===== src/rtl/vga_sync_decoder_if.sv =====
// Bundles the sampled VGA timing stream and the decoder's recovered-coordinate/status outputs.
// The master side drives the timing stream; the slave side is the decoder.
interface vga_sync_decoder_if;
   logic       pix_ce;
   logic       hs_n;
   logic       vs_n;
   logic       blank_n;
   logic [9:0] rx_x;
   logic [9:0] rx_y;
   logic       pix_valid;
   logic       frame_start;
   logic       locked;
   logic       sync_err;

   modport master (
      output pix_ce, hs_n, vs_n, blank_n,
      input  rx_x, rx_y, pix_valid, frame_start, locked, sync_err
   );

   modport slave (
      input  pix_ce, hs_n, vs_n, blank_n,
      output rx_x, rx_y, pix_valid, frame_start, locked, sync_err
   );
endinterface


===== src/rtl/vga_sync_decoder.sv =====
// Receive-side VGA timing checker: validates line/frame geometry of an incoming HS/VS/BLANK_N
// stream, tracks lock, and recovers the column/row of each active pixel.
module vga_sync_decoder #(
   parameter int H_TOTAL     = 800,
   parameter int V_TOTAL     = 525,
   parameter int LOCK_FRAMES = 2
) (
   input logic Clk,
   input logic Reset,
   vga_sync_decoder_if.slave bus
);

   localparam logic [10:0] H_GOOD    = 11'(H_TOTAL);
   localparam logic [10:0] V_GOOD    = 11'(V_TOTAL);
   localparam logic [7:0]  LOCK_LAST = 8'(LOCK_FRAMES - 1);

   typedef enum logic [1:0] {HUNT, SYNC, LOCKED} state_t;

   state_t     state;
   logic       hs_prev;
   logic       vs_prev;
   logic [9:0] h_cnt;
   logic [9:0] v_cnt;
   logic [9:0] x_cnt;
   logic [9:0] y_cnt;
   logic       line_act;
   logic [7:0] good_cnt;

   logic [9:0] rx_x_q;
   logic [9:0] rx_y_q;
   logic       pix_valid_q;
   logic       frame_start_q;
   logic       locked_q;
   logic       sync_err_q;

   logic       hs_fall;
   logic       vs_fall;
   logic       line_good;
   logic       frame_good;
   logic       geom_err;
   logic       pix_take;

   // Saturating at full scale guarantees a stalled sync can never alias onto a good count.
   function automatic logic [9:0] sat_inc(input logic [9:0] v);
      return (v == 10'h3FF) ? v : v + 10'd1;
   endfunction

   always_comb begin
      hs_fall    = bus.pix_ce & hs_prev & ~bus.hs_n;
      vs_fall    = bus.pix_ce & vs_prev & ~bus.vs_n;
      line_good  = ({1'b0, h_cnt} + 11'd1) == H_GOOD;
      frame_good = ({1'b0, v_cnt} + {10'd0, hs_fall}) == V_GOOD;
      geom_err   = (hs_fall & ~line_good) | (vs_fall & ~frame_good);
      pix_take   = bus.pix_ce & bus.blank_n & locked_q;
   end

   always_ff @(posedge Clk) begin
      if (Reset) begin
         hs_prev  <= 1'b1;
         vs_prev  <= 1'b1;
         h_cnt    <= '0;
         v_cnt    <= '0;
         x_cnt    <= '0;
         y_cnt    <= '0;
         line_act <= 1'b0;
      end else if (bus.pix_ce) begin
         hs_prev <= bus.hs_n;
         vs_prev <= bus.vs_n;
         h_cnt   <= hs_fall ? 10'd0 : sat_inc(h_cnt);

         if (vs_fall)
            v_cnt <= '0;
         else if (hs_fall)
            v_cnt <= sat_inc(v_cnt);

         if (hs_fall)
            x_cnt <= '0;
         else if (bus.blank_n)
            x_cnt <= x_cnt + 10'd1;

         // A row only advances if it actually carried active video, so blank lines are skipped.
         if (vs_fall) begin
            y_cnt    <= '0;
            line_act <= 1'b0;
         end else if (hs_fall && line_act) begin
            y_cnt    <= y_cnt + 10'd1;
            line_act <= 1'b0;
         end else if (bus.blank_n) begin
            line_act <= 1'b1;
         end
      end
   end

   always_ff @(posedge Clk) begin
      if (Reset) begin
         state         <= HUNT;
         good_cnt      <= '0;
         locked_q      <= 1'b0;
         frame_start_q <= 1'b0;
         sync_err_q    <= 1'b0;
         pix_valid_q   <= 1'b0;
         rx_x_q        <= '0;
         rx_y_q        <= '0;
      end else begin
         frame_start_q <= 1'b0;
         sync_err_q    <= 1'b0;
         pix_valid_q   <= pix_take;
         if (pix_take) begin
            rx_x_q <= x_cnt;
            rx_y_q <= y_cnt;
         end

         if (bus.pix_ce) begin
            case (state)
               HUNT: begin
                  if (vs_fall) begin
                     state    <= SYNC;
                     good_cnt <= '0;
                  end
               end
               SYNC: begin
                  if (geom_err) begin
                     sync_err_q <= 1'b1;
                     state      <= HUNT;
                  end else if (vs_fall) begin
                     good_cnt <= good_cnt + 8'd1;
                     if (good_cnt == LOCK_LAST) begin
                        state         <= LOCKED;
                        locked_q      <= 1'b1;
                        frame_start_q <= 1'b1;
                     end
                  end
               end
               LOCKED: begin
                  if (geom_err) begin
                     sync_err_q <= 1'b1;
                     locked_q   <= 1'b0;
                     state      <= HUNT;
                  end else if (vs_fall) begin
                     frame_start_q <= 1'b1;
                  end
               end
               default: begin
                  state    <= HUNT;
                  locked_q <= 1'b0;
               end
            endcase
         end
      end
   end

   assign bus.rx_x        = rx_x_q;
   assign bus.rx_y        = rx_y_q;
   assign bus.pix_valid   = pix_valid_q;
   assign bus.frame_start = frame_start_q;
   assign bus.locked      = locked_q;
   assign bus.sync_err    = sync_err_q;

endmodule


===== src/flat_wrapper.sv =====
// flat-port wrapper written by rule: the top's interface ports become plain ports
module vga_sync_decoder_flat 
#(
   parameter int H_TOTAL     = 800,
   parameter int V_TOTAL     = 525,
   parameter int LOCK_FRAMES = 2
)
  (Clk, Reset, bus_pix_ce, bus_hs_n, bus_vs_n, bus_blank_n, bus_rx_x, bus_rx_y, bus_pix_valid, bus_frame_start, bus_locked, bus_sync_err);
  vga_sync_decoder_if bus_i ();
  input logic Clk;
  input logic Reset;
  input wire logic [$bits(bus_i.pix_ce)-1:0] bus_pix_ce;
  input wire logic [$bits(bus_i.hs_n)-1:0] bus_hs_n;
  input wire logic [$bits(bus_i.vs_n)-1:0] bus_vs_n;
  input wire logic [$bits(bus_i.blank_n)-1:0] bus_blank_n;
  output wire logic [$bits(bus_i.rx_x)-1:0] bus_rx_x;
  output wire logic [$bits(bus_i.rx_y)-1:0] bus_rx_y;
  output wire logic [$bits(bus_i.pix_valid)-1:0] bus_pix_valid;
  output wire logic [$bits(bus_i.frame_start)-1:0] bus_frame_start;
  output wire logic [$bits(bus_i.locked)-1:0] bus_locked;
  output wire logic [$bits(bus_i.sync_err)-1:0] bus_sync_err;
  assign bus_i.pix_ce = bus_pix_ce;
  assign bus_i.hs_n = bus_hs_n;
  assign bus_i.vs_n = bus_vs_n;
  assign bus_i.blank_n = bus_blank_n;
  assign bus_rx_x = bus_i.rx_x;
  assign bus_rx_y = bus_i.rx_y;
  assign bus_pix_valid = bus_i.pix_valid;
  assign bus_frame_start = bus_i.frame_start;
  assign bus_locked = bus_i.locked;
  assign bus_sync_err = bus_i.sync_err;
  vga_sync_decoder #(.H_TOTAL(H_TOTAL), .V_TOTAL(V_TOTAL), .LOCK_FRAMES(LOCK_FRAMES)) u_core (.Clk(Clk), .Reset(Reset), .bus(bus_i));
endmodule

===== config.mk =====
export PLATFORM = sky130hd
export DESIGN_NAME = vga_sync_decoder_flat
export DESIGN_NICKNAME = d
export VERILOG_FILES = /design/src/rtl/vga_sync_decoder_if.sv /design/src/rtl/vga_sync_decoder.sv /design/src/flat_wrapper.sv
export SDC_FILE = /design/constraint.sdc
export NUM_CORES = 1
export LEC_CHECK = 0
export CAP_MARGIN = 15
export CORE_ASPECT_RATIO = 0.6
export CORE_MARGIN = 4
export CORE_UTILIZATION = 49
export CTS_CLUSTER_SIZE = 16
export DETAILED_ROUTE_END_ITERATION = 6
export HOLD_SLACK_MARGIN = 0.02
export PLACE_DENSITY = 0.79
export SLEW_MARGIN = 10
export SYNTH_ARGS = -nofsm -noshare
export SYNTH_HDL_FRONTEND = slang
export SYNTH_SLANG_ARGS = --single-unit

===== constraint.sdc =====
create_clock -name Clk -period 3.7 [get_ports Clk]
set_input_delay 0.555 -clock Clk [delete_from_list [all_inputs] [get_ports Clk]]
set_output_delay 0.555 -clock Clk [all_outputs]
set_load 0.005 [all_outputs]

* Word-level counts from Yosys, hierarchy flattened
Index checks and enable logic that the tools add are counted.
** Storage, ports and cells
- Output and inout bits :: 24
- Input bits :: 6
- Memory bits (read-only) :: 0
- Register bits :: 77
- Memories kept :: 0
- RAM bits :: 0
- Bits in latches :: 0
** Cells by class
- Reduce and logical (&&, ||, !) cells :: 18
- $lt $le $gt $ge :: 0
- Equality and inequality tests :: 16
- Mux-type cells :: 34
- $add $sub $neg :: 7
- Bitwise operators :: 16
- Shift-type cells :: 0
- Multiply operators :: 0
- Div/mod/pow operators :: 0
** Operators by type and width (count)
- 2-to-1 mux 10 bit :: 9
- adder 10 x 1 -> 10 bit (second input constant) :: 4
- 2-to-1 mux 8 bit :: 3
- equality test 11 x 10 -> 1 bit (second input constant) :: 2
- equality test 10 bit (second input constant) :: 2
- one-hot mux 8 bit (2 select lines) :: 1
- 2-to-1 mux 1 bit :: 13
- != test 2 x 1 -> 1 bit (second input constant) :: 6
- adder 10 x 1 -> 11 bit :: 1
- adder 10 x 1 -> 11 bit (second input constant) :: 1
- 2-to-1 mux 2 bit :: 5
- AND reduction 5 bit :: 2
- adder 8 x 1 -> 8 bit (second input constant) :: 1
- bitwise AND 1 bit :: 8
- equality test 8 x 1 -> 1 bit (second input constant) :: 1
- AND reduction 2 bit :: 4
- nonzero test 2 bit :: 4
- NOT 1 bit :: 7
- != test 3 x 1 -> 1 bit (second input constant) :: 2
- one-hot mux 2 bit (3 select lines) :: 1
- AND reduction 6 bit :: 1
- OR reduction 2 bit :: 2
- one-hot mux 1 bit (3 select lines) :: 1
- AND reduction 3 bit :: 1
- other kinds (9) :: 9

* Logic depth before layout (Yosys ltp)
Gate-level depths: netlist of run 1.
- Depth in word-level cells :: 9
- Gate-level depth with buffers :: 12
- Mapped depth without buffers :: 10

* Worst setup path before layout of run 1
Ideal clock, no wire load.
- Path type :: in2reg
- Start :: input port bus_hs_n
- End :: register u_core.locked_q, in the netlist u_core.bus.locked
- Data arrival time :: 2751 ps
- Path buffers :: 1
- Setup slack :: 837 ps
- Stages :: 11
- Path through :: nand3b_1 inv_1 clkbuf_1 ha_1 ha_1 nor2_1 nand4b_1 o211ai_1 nor2b_1 nand2_1 a2111oi_1
** Between the ends
- Longest elaborated chain between the ends :: 9
- Elaborated cells on any way between the ends :: 11
- Those cells by class :: 1 x add/sub; 3 x eq/ne; 6 x bitwise; 1 x reduce/logical
** Ends and longest elaborated chain
- start: declaration :: RTL line flat_wrapper.sv:13 : input wire logic [$bits(bus_i.hs_n)-1:0] bus_hs_n;
- NOT 1 bit (*) :: RTL line vga_sync_decoder.sv:49 : hs_fall = bus.pix_ce & hs_prev & ~bus.hs_n;
- bitwise AND 1 bit (*) :: RTL line vga_sync_decoder.sv:49
- adder 10 x 1 -> 11 bit :: RTL line vga_sync_decoder.sv:52 : frame_good = ({1'b0, v_cnt} + {10'd0, hs_fall}) == V_GOOD;
- equality test 11 x 10 -> 1 bit :: RTL line vga_sync_decoder.sv:52
- NOT 1 bit :: RTL line vga_sync_decoder.sv:53 : geom_err = (hs_fall & ~line_good) | (vs_fall & ~frame_good);
- bitwise AND 1 bit :: RTL line vga_sync_decoder.sv:53
- OR 1 bit (*) :: RTL line vga_sync_decoder.sv:53
- != test 2 x 1 -> 1 bit (no line) or != test 2 bit (tied branches)
- AND reduction 6 bit (no line) (*)
- end signal: assignment :: RTL line vga_sync_decoder.sv:98 : locked_q <= 1'b0;
- end signal: assignment :: RTL line vga_sync_decoder.sv:129 : locked_q <= 1'b1;
- end signal: assignment :: RTL line vga_sync_decoder.sv:137 : locked_q <= 1'b0;
- end: declaration :: RTL line vga_sync_decoder.sv:33 : logic locked_q;
Every way passes the cells marked *; elsewhere a longest branch is shown, timed or not.
A chain may end at the register's enable or synchronous reset.

* Worst setup path after layout of run 1
Same ends and word-level chain as after synthesis.

==> metrics.md, run 1 <==
| Metric | Value |
|---|---|
| Core Footprint | 7300 um^2 |
| Cells on worst reg2reg path | 9 |
| Initial antenna violation count | 0 |
| TNS Setup | 0 ns |
| Fin crit share | approximately 80% |
| Worst Skew | approximately 0.0045 ns |
| P&R area growth vs syn | 17.8% |
| GP Congestion | about 0.85 |
| Synth area leader | dfxtp_1 |
| Post-CTS Setup Bufs | 0 |
| I/O Buffers | 29 |
| Register area share after synthesis | a little over two fifths |
| Top cells by area, synth | dfxtp_1 (42%), nand2_1 (6.9%), a21oi_1 (6.1%), nor2_1 (4.9%), xor2_1 (4.7%) |
| Setup ws final | roughly 0.73 ns |
| Inserted Clock Buffers | 9 |
| Library cells used by synthesis | 60 |
| Tmin final | just under 3 ns |
| Crit path cell chain | clkdlybuf4s50_1 > nand3b_1 > inv_1 > ha_1 > nor4b_1 > nand4b_1 > o211ai_1 > nor2b_1 > nand2_1 > a2111oi_1 |
| Total routed wirelength | ~8400 um |
| WL/cell | ~14 um |
| DRC | 0 |
| # fillers | 638 |
| Starting density of the core | around half |
| Clock root cell | clkbuf_16 |
| Syn_nets | between 400 and 500 |
| Multi-input gate area in the final layout | 2020 um^2 |
| Most frequent cell after synthesis | dfxtp_1 |
| Max-cap violations | 0 |
| Flops & latches, synth | 77 |
| Post-synth EDFFs | 0 |
| Cells after synthesis | 448 |
| Critical path required time | 3.93 ns |
| Vias in the first global route | approximately 3.0k |
| WS Path Type | in2reg |
| Finished Core Util | just under 60% |
| Mapped cell area | about 3700 um^2 |
| Peak supply drop | approximately 0.21 mV |
| Max Buffers Root-to-Sink | 2 |
| Via density per instance | ~5.6 |
| Antenna Nets Post-Route | 0 |
| CP max-delay cell | clkdlybuf4s50_1 |
| Hold-fix buffers, CTS | 0 |
| WP data arrival | ~3.2 ns |
| Detailed Routing Iterations Pass 1 | 5 |
| Final-report max-slew violation count | 0 |
| CP Depth | 10 |
| Largest net degree at the start of global routing | 37 |
| GRT Overall Usage | between 15 and 20% |
| Synthesis warning total | 0 |
| Dpl ws | between 0.3 and 0.4 ns |
| Status | completed |
| DIE WIDTH | between 100 and 150 um |
| Clk_lat worst skew | about 0.34 ns |
| Final Hold Fails | 0 |
| Die Area | about 9000 um^2 |
| Max FO, Critical Path | 6 |
| WP buf/inv | 2 |
| Layout Nets | roughly 490 |
| Die height | roughly 75 um |
| CP Launch Type | primary input |
| Syn avg cell area | 8.24 um^2 |
| CTS clock-pin slew for the worst setup and hold paths | around 0.060 ns |
| Fmax | roughly 0.34 GHz |
| Vias | 3259 |
| Seq. cell area | around 1500 um^2 |
| PD cells | between 400 and 500 nW/um^2 |
| Worst hold stages | 2 |
| RSZ-0062 raised after global routing | no |
| Final count of negative-setup-slack endpoints | 0 |
| H-tree depth | 3 |
| Fraction of layout cells with a size suffix above 1 | a little over 6% |
| Hold Path Class | reg2reg |
| HPWL after DPL | between 5000 and 6000 um |
| Slew @ Worst Pin | 0.735 ns |
| Share of the synthesized area in the top cell type | approximately two fifths |
| First-pass GRT wire length | about 14000 um |
| Post-CTS Resized | 0 |
| Ys flop type | dfxtp_1 |
| FP Rows | 24 |
| CTS Sinks | between 70 and 80 |
| CP peak stage delay | roughly 0.48 ns |
| Leakage | 0.00154 uW |
| Post-synth top cells | dfxtp_1 (77), nand2_1 (68), nor2_1 (48) |
| ANT cells | 0 |
| Share of flip-flops with an asynchronous set or reset | 0% |
| Worst Setup End Kind | flip-flop |
| 1st-iter DRT viols | around 250 |
| CP delay by family, top | simple AND/OR/NAND/NOR gates |
| Grt total ovfl | 0 |
| # IOs | 30 |
| CTS tree | yes |
| Max_slew headroom | just over 50% |
-- metrics by stage --
stage | power [uW] | area (um^2) | cells | hold slack, ns
floorplan | 964 | 3690 | 448 | 0.437
global placement | 995 | 4060 | 564 | 0.443
detailed placement | 998 | 4060 | 564 | 0.448
CTS | 1870 | 4350 | 580 | 0.456
global route | 1920 | 4350 | 580 | 0.470
finish | 1850 | 4350 | 580 | 0.453
-- layout by cell type (no fill, tap or decap), types with 4 or more instances in the layout --
cell type         n
inv_1             8
dfxtp_1          77
a21oi_1          45
or3_1             9
nor2b_1           7
xor2_1           20
nand3b_1          4
and3_1            6
nand3_1          14
nand4_1          11
clkdlybuf4s50_1  29
and2_1            4
o21ai_0          14
buf_4             6
nand2b_1          5
a211o_1           4
nand4b_1          4
nor2_1           48
ha_1             11
o21a_1            4
nand2_1          68
xnor2_1           4
clkbuf_16         9
nor3_1           10
-- routing by layer --
metal	up-vias	GRT usage (%)	wire length (um)
met2	74	31.3	3830
met4	0	6.60	81
met1	1549	25.5	4060
met3	10	5.71	392
li1	1626	-	-
met5	-	0	0
-- logic make-up after synthesis --
logic type	synth area share (%)
compound gates	17.8
xor+xnor	5.69
fa+ha+maj	3.73
buf+inv	3.56
flops	41.8
mux	0.542
simple gates	26.9
-- path summary, 6_finish.rpt --
path,from,end,slack [ns]
worst max-delay path,bus_hs_n,u_core.bus.locked$_SDFFE_PP0P_,0.73
worst min-delay path,u_core.bus.rx_y[6]$_SDFFE_PP0P_,u_core.bus.rx_y[6]$_SDFFE_PP0P_,0.45
worst max register to register,u_core.hs_prev$_SDFFE_PP1P_,u_core.bus.locked$_SDFFE_PP0P_,1.15
worst min register to register,u_core.bus.rx_y[6]$_SDFFE_PP0P_,u_core.bus.rx_y[6]$_SDFFE_PP0P_,0.45
-- registers in the layout, indices dropped and copies added (netlist names) --
register and count:
u_core.bus.frame_start 1, u_core.bus.locked 1, u_core.bus.pix_valid 1, u_core.bus.rx_x 10, u_core.bus.rx_y 10, u_core.bus.sync_err 1
u_core.good_cnt 8, u_core.h_cnt 10, u_core.hs_prev 1, u_core.line_act 1, u_core.state 2, u_core.v_cnt 10
u_core.vs_prev 1, u_core.x_cnt 10, u_core.y_cnt 10
-- tightest hold or removal path, delay by kind of cell, from the launching register on --
kind,cells,cell delay (ns)
AOI/OAI and AO/OA,1,0.05
and+or+nand+nor,1,0.05
DFF,1,0.31
-- power breakdown --
part / internal (uW) / switching [uW] / total, uW
Clock: 538 / 330 / 868
Sequential: 844 / 16.3 / 860
Combinational: 48.2 / 75.1 / 123
-- area by class of cell --
type,count,area share (%)
clock buffer,12,5.67
multi-input combinational,340,46.4
timing repair buffer,35,7.71
inverter,8,0.690
sequential,77,35.4
tap,104,2.99
clock inverter,4,1.09
Power figures use the tool's default switching activity.
==> run 2, diff against run 1 <==
==> constraint.sdc (replaced) <==
create_clock -name Clk -period 3 [get_ports Clk]
set_input_delay 0.45 -clock Clk [delete_from_list [all_inputs] [get_ports Clk]]
set_output_delay 0.45 -clock Clk [all_outputs]
set_load 0.005 [all_outputs]
==> run 2 against run 1 <==
Net effect: global-route usage grew 0.23 points; combinational power rose by 30%; count of clock-buffer cells in the layout shrank 1; utilization rose by 0.99 points; critical path type unchanged; critical endpoint unchanged; largest power group unchanged.
==> metrics.md, run 2 (synthesis gave the netlist of run 1 again) <==
| Metric | Value |
|---|---|
| Status | completed |
| Layout Nets | 494 (+1.2%) |
| Hold Path Class | reg2reg |
| Critical path required time | 3.21 ns (-0.72 ns) |
| Via density per instance | 5.63 (+0.18%) |
| Clock power frac | 48.4% (+1.5 points) |
| Inserted Clock Buffers | 9 (unchanged) |
| CP Depth | 11 (+1) |
| CP max-delay cell | clkdlybuf4s50_1 |
| Seq pwr share | 44.9% (-1.5 points) |
| Comb pwr share | 6.8% (about the same) |
| CP Launch Type | primary input |
| I/O Buffers | 29 (unchanged) |
| Starting density of the core | 50.6% (unchanged) |
| WL/cell | 14.7 um (+2.0%) |
| Max-cap violations | 0 (unchanged) |
| CTS Sinks | 77 (unchanged) |
| Largest net degree at the start of global routing | 22 (-41%) |
| Final count of negative-setup-slack endpoints | 0 (unchanged) |
| Hold-fix buffers, CTS | 0 (unchanged) |
| ANT cells | 0 (unchanged) |
| Die Area | 9030 um^2 (unchanged) |
| Vias in the first global route | 3034 (+0.90%) |
| Clock root cell | clkbuf_16 |
| Fin crit share | around 90% |
| P&R area growth vs syn | 19.8% |
| CTS tree | yes |
| Detailed Routing Iterations Pass 1 | 5 (unchanged) |
| Max FO, Critical Path | 3 (-3) |
| Leading cell type in the layout, fill and taps excluded | dfxtp_1 |
| FP Rows | 24 (unchanged) |
| 1st-iter DRT viols | 283 (+14%) |
| CP peak stage delay | 0.49 ns (about the same) |
| Crit path cell chain | clkdlybuf4s50_1 > nand3b_1 > inv_1 > ha_1 > ha_1 > nor2_1 > nand4b_1 > o211ai_1 > nor2b_1 > nand2_1 > a2111oi_1 |
| Tmin final | 2.69 ns |
| Worst Setup End Kind | flip-flop |
| Core Footprint | 7300 um^2 (unchanged) |
| WP data arrival | 2.90 ns (-0.30 ns) |
| Worst hold stages | 2 (unchanged) |
| DIE WIDTH | 120 um (unchanged) |
| HPWL after DPL | 6130 um (+4.4%) |
| Antenna Nets Post-Route | 0 (unchanged) |
| First-pass GRT wire length | 14300 um (+1.9%) |
| Cells on worst reg2reg path | 6 (-3) |
| Grt total ovfl | 0 (unchanged) |
| Slew @ Worst Pin | 0.746 ns (+0.0119 ns) |
| DRC | 0 (unchanged) |
| TNS Setup | 0 ns (unchanged) |
| WP buf/inv | 2 (unchanged) |
| Leakage | 0.00159 uW (+2.7%) |
| RSZ-0062 raised after global routing | no |
| WS Path Type | in2reg |
| Initial antenna violation count | 0 (unchanged) |
| Fmax | 0.372 GHz |
| CTS clock-pin slew for the worst setup and hold paths | 0.06 ns (about the same) |
| Max Buffers Root-to-Sink | 2 (unchanged) |
| GP Congestion | 0.878 (+2.8%) |
| Most frequent cells in the layout | dfxtp_1 (77), nand2_1 (68), nor2_1 (48), a21oi_1 (45), clkdlybuf4s50_1 (29) |
| H-tree depth | 3 (unchanged) |
| CP delay by family, top | simple AND/OR/NAND/NOR gates |
| # IOs | 30 (unchanged) |
| Worst Skew | 0.00364 ns (-0.000826 ns) |
| Cell Int Power | 1850 uW (+29%) |
| Fraction of layout cells with a size suffix above 1 | 7.48% (+1.4 points) |
| Vias | 3293 (+1.0%) |
| GRT Overall Usage | 19.7% (+0.23 points) |
| Total routed wirelength | 8610 um (+2.9%) |
| Final Hold Fails | 0 (unchanged) |
| Peak supply drop | 0.364 mV (+70%) |
| Die height | 75.2 um (unchanged) |
| Finished Core Util | 60.6% (+0.99 points) |
| Switching power | 513 uW (+22%) |
| Sw Ratio | 21.7% (-1.1 points) |
| Most used cell along the critical path | ha_1 |
| PD cells | 535 nW/um^2 (+26%) |
| Clk_lat worst skew | 0.33 ns (about the same) |
| Final-report max-slew violation count | 0 (unchanged) |
| Max_slew headroom | 50.1% (-0.91 points) |
## run 2: changes by cell type in the layout (fill, tap and decap cells not counted)
cell       delta
bufinv_16     +1
buf_4         +6
clkinv_2      -1
nor4b_2       +1
nor4b_1       -1
clkbuf_1      -1
## run 2: layer usage
metal,global-route usage [%],vias up,wire [um],share of wire (%)
met3,4.95,9,408,4.7
met4,5.71,0,94,1.1
met2,32.5,88,3960,46
met5,0,-,0,0
met1,26.0,1554,4150,48
li1,-,1642,-,-
## run 2: metrics by stage
step / hold WS (ns) / total power (uW) / area (um^2) / setup WS [ns] / cells
finish: 0.453 / 2360 / 4420 / 0.315 / 585
detailed placement: 0.447 / 1240 / 4100 / -0.0922 / 570
global placement: 0.440 / 1230 / 4100 / 0.0872 / 570
CTS: 0.455 / 2380 / 4420 / 0.272 / 585
floorplan: 0.437 / 1190 / 3690 / 0.242 / 448
global route: 0.472 / 2440 / 4420 / 0.0851 / 585
## run 2: path summary, 6_finish.rpt
kind | start | to | slack [ns]
max | bus_hs_n | u_core.bus.locked$_SDFFE_PP0P_ | 0.31
min | u_core.bus.rx_x[0]$_SDFFE_PP0P_ | u_core.bus.rx_x[0]$_SDFFE_PP0P_ | 0.45
max reg2reg | u_core.h_cnt[3]$_SDFFE_PP0P_ | u_core.state[0]$_SDFFE_PP0P_ | 0.51
min reg2reg | u_core.bus.rx_x[0]$_SDFFE_PP0P_ | u_core.bus.rx_x[0]$_SDFFE_PP0P_ | 0.45
## run 2: repair_timing
item                                    in CTS  in global routing
gates resized for setup                      0                  1
buffers inserted                             0                  0
endpoints found under the setup margin       0                  1
## run 2: worst reg2reg max path: stages (launching register included)
cell	delay (ns)
dfxtp_1	0.48
and4_4	0.30
or3b_1	0.36
o311ai_2	0.11
a41oi_2	0.38
or3_1	0.50
a221oi_2	0.27
## run 2: power by group through the flow
stage	Sequential, uW	Clock [uW]	Combinational (uW)
after CTS	1060	1160	159
final	1060	1140	160
after floorplan	1080	0	111
after global routing	1060	1200	179
after detailed placement	1080	0	157
after global placement	1080	0	152
## run 2: cell type report
cell class	instances	area [um^2]
Fill cell	640	2880
Multi-Input combinational cell	340	2020
Sequential cell	77	1540
Timing Repair Buffer	41	380
Clock buffer	11	243
Tap cell	104	130
Clock inverter	4	72.6
Inverter	8	30.0
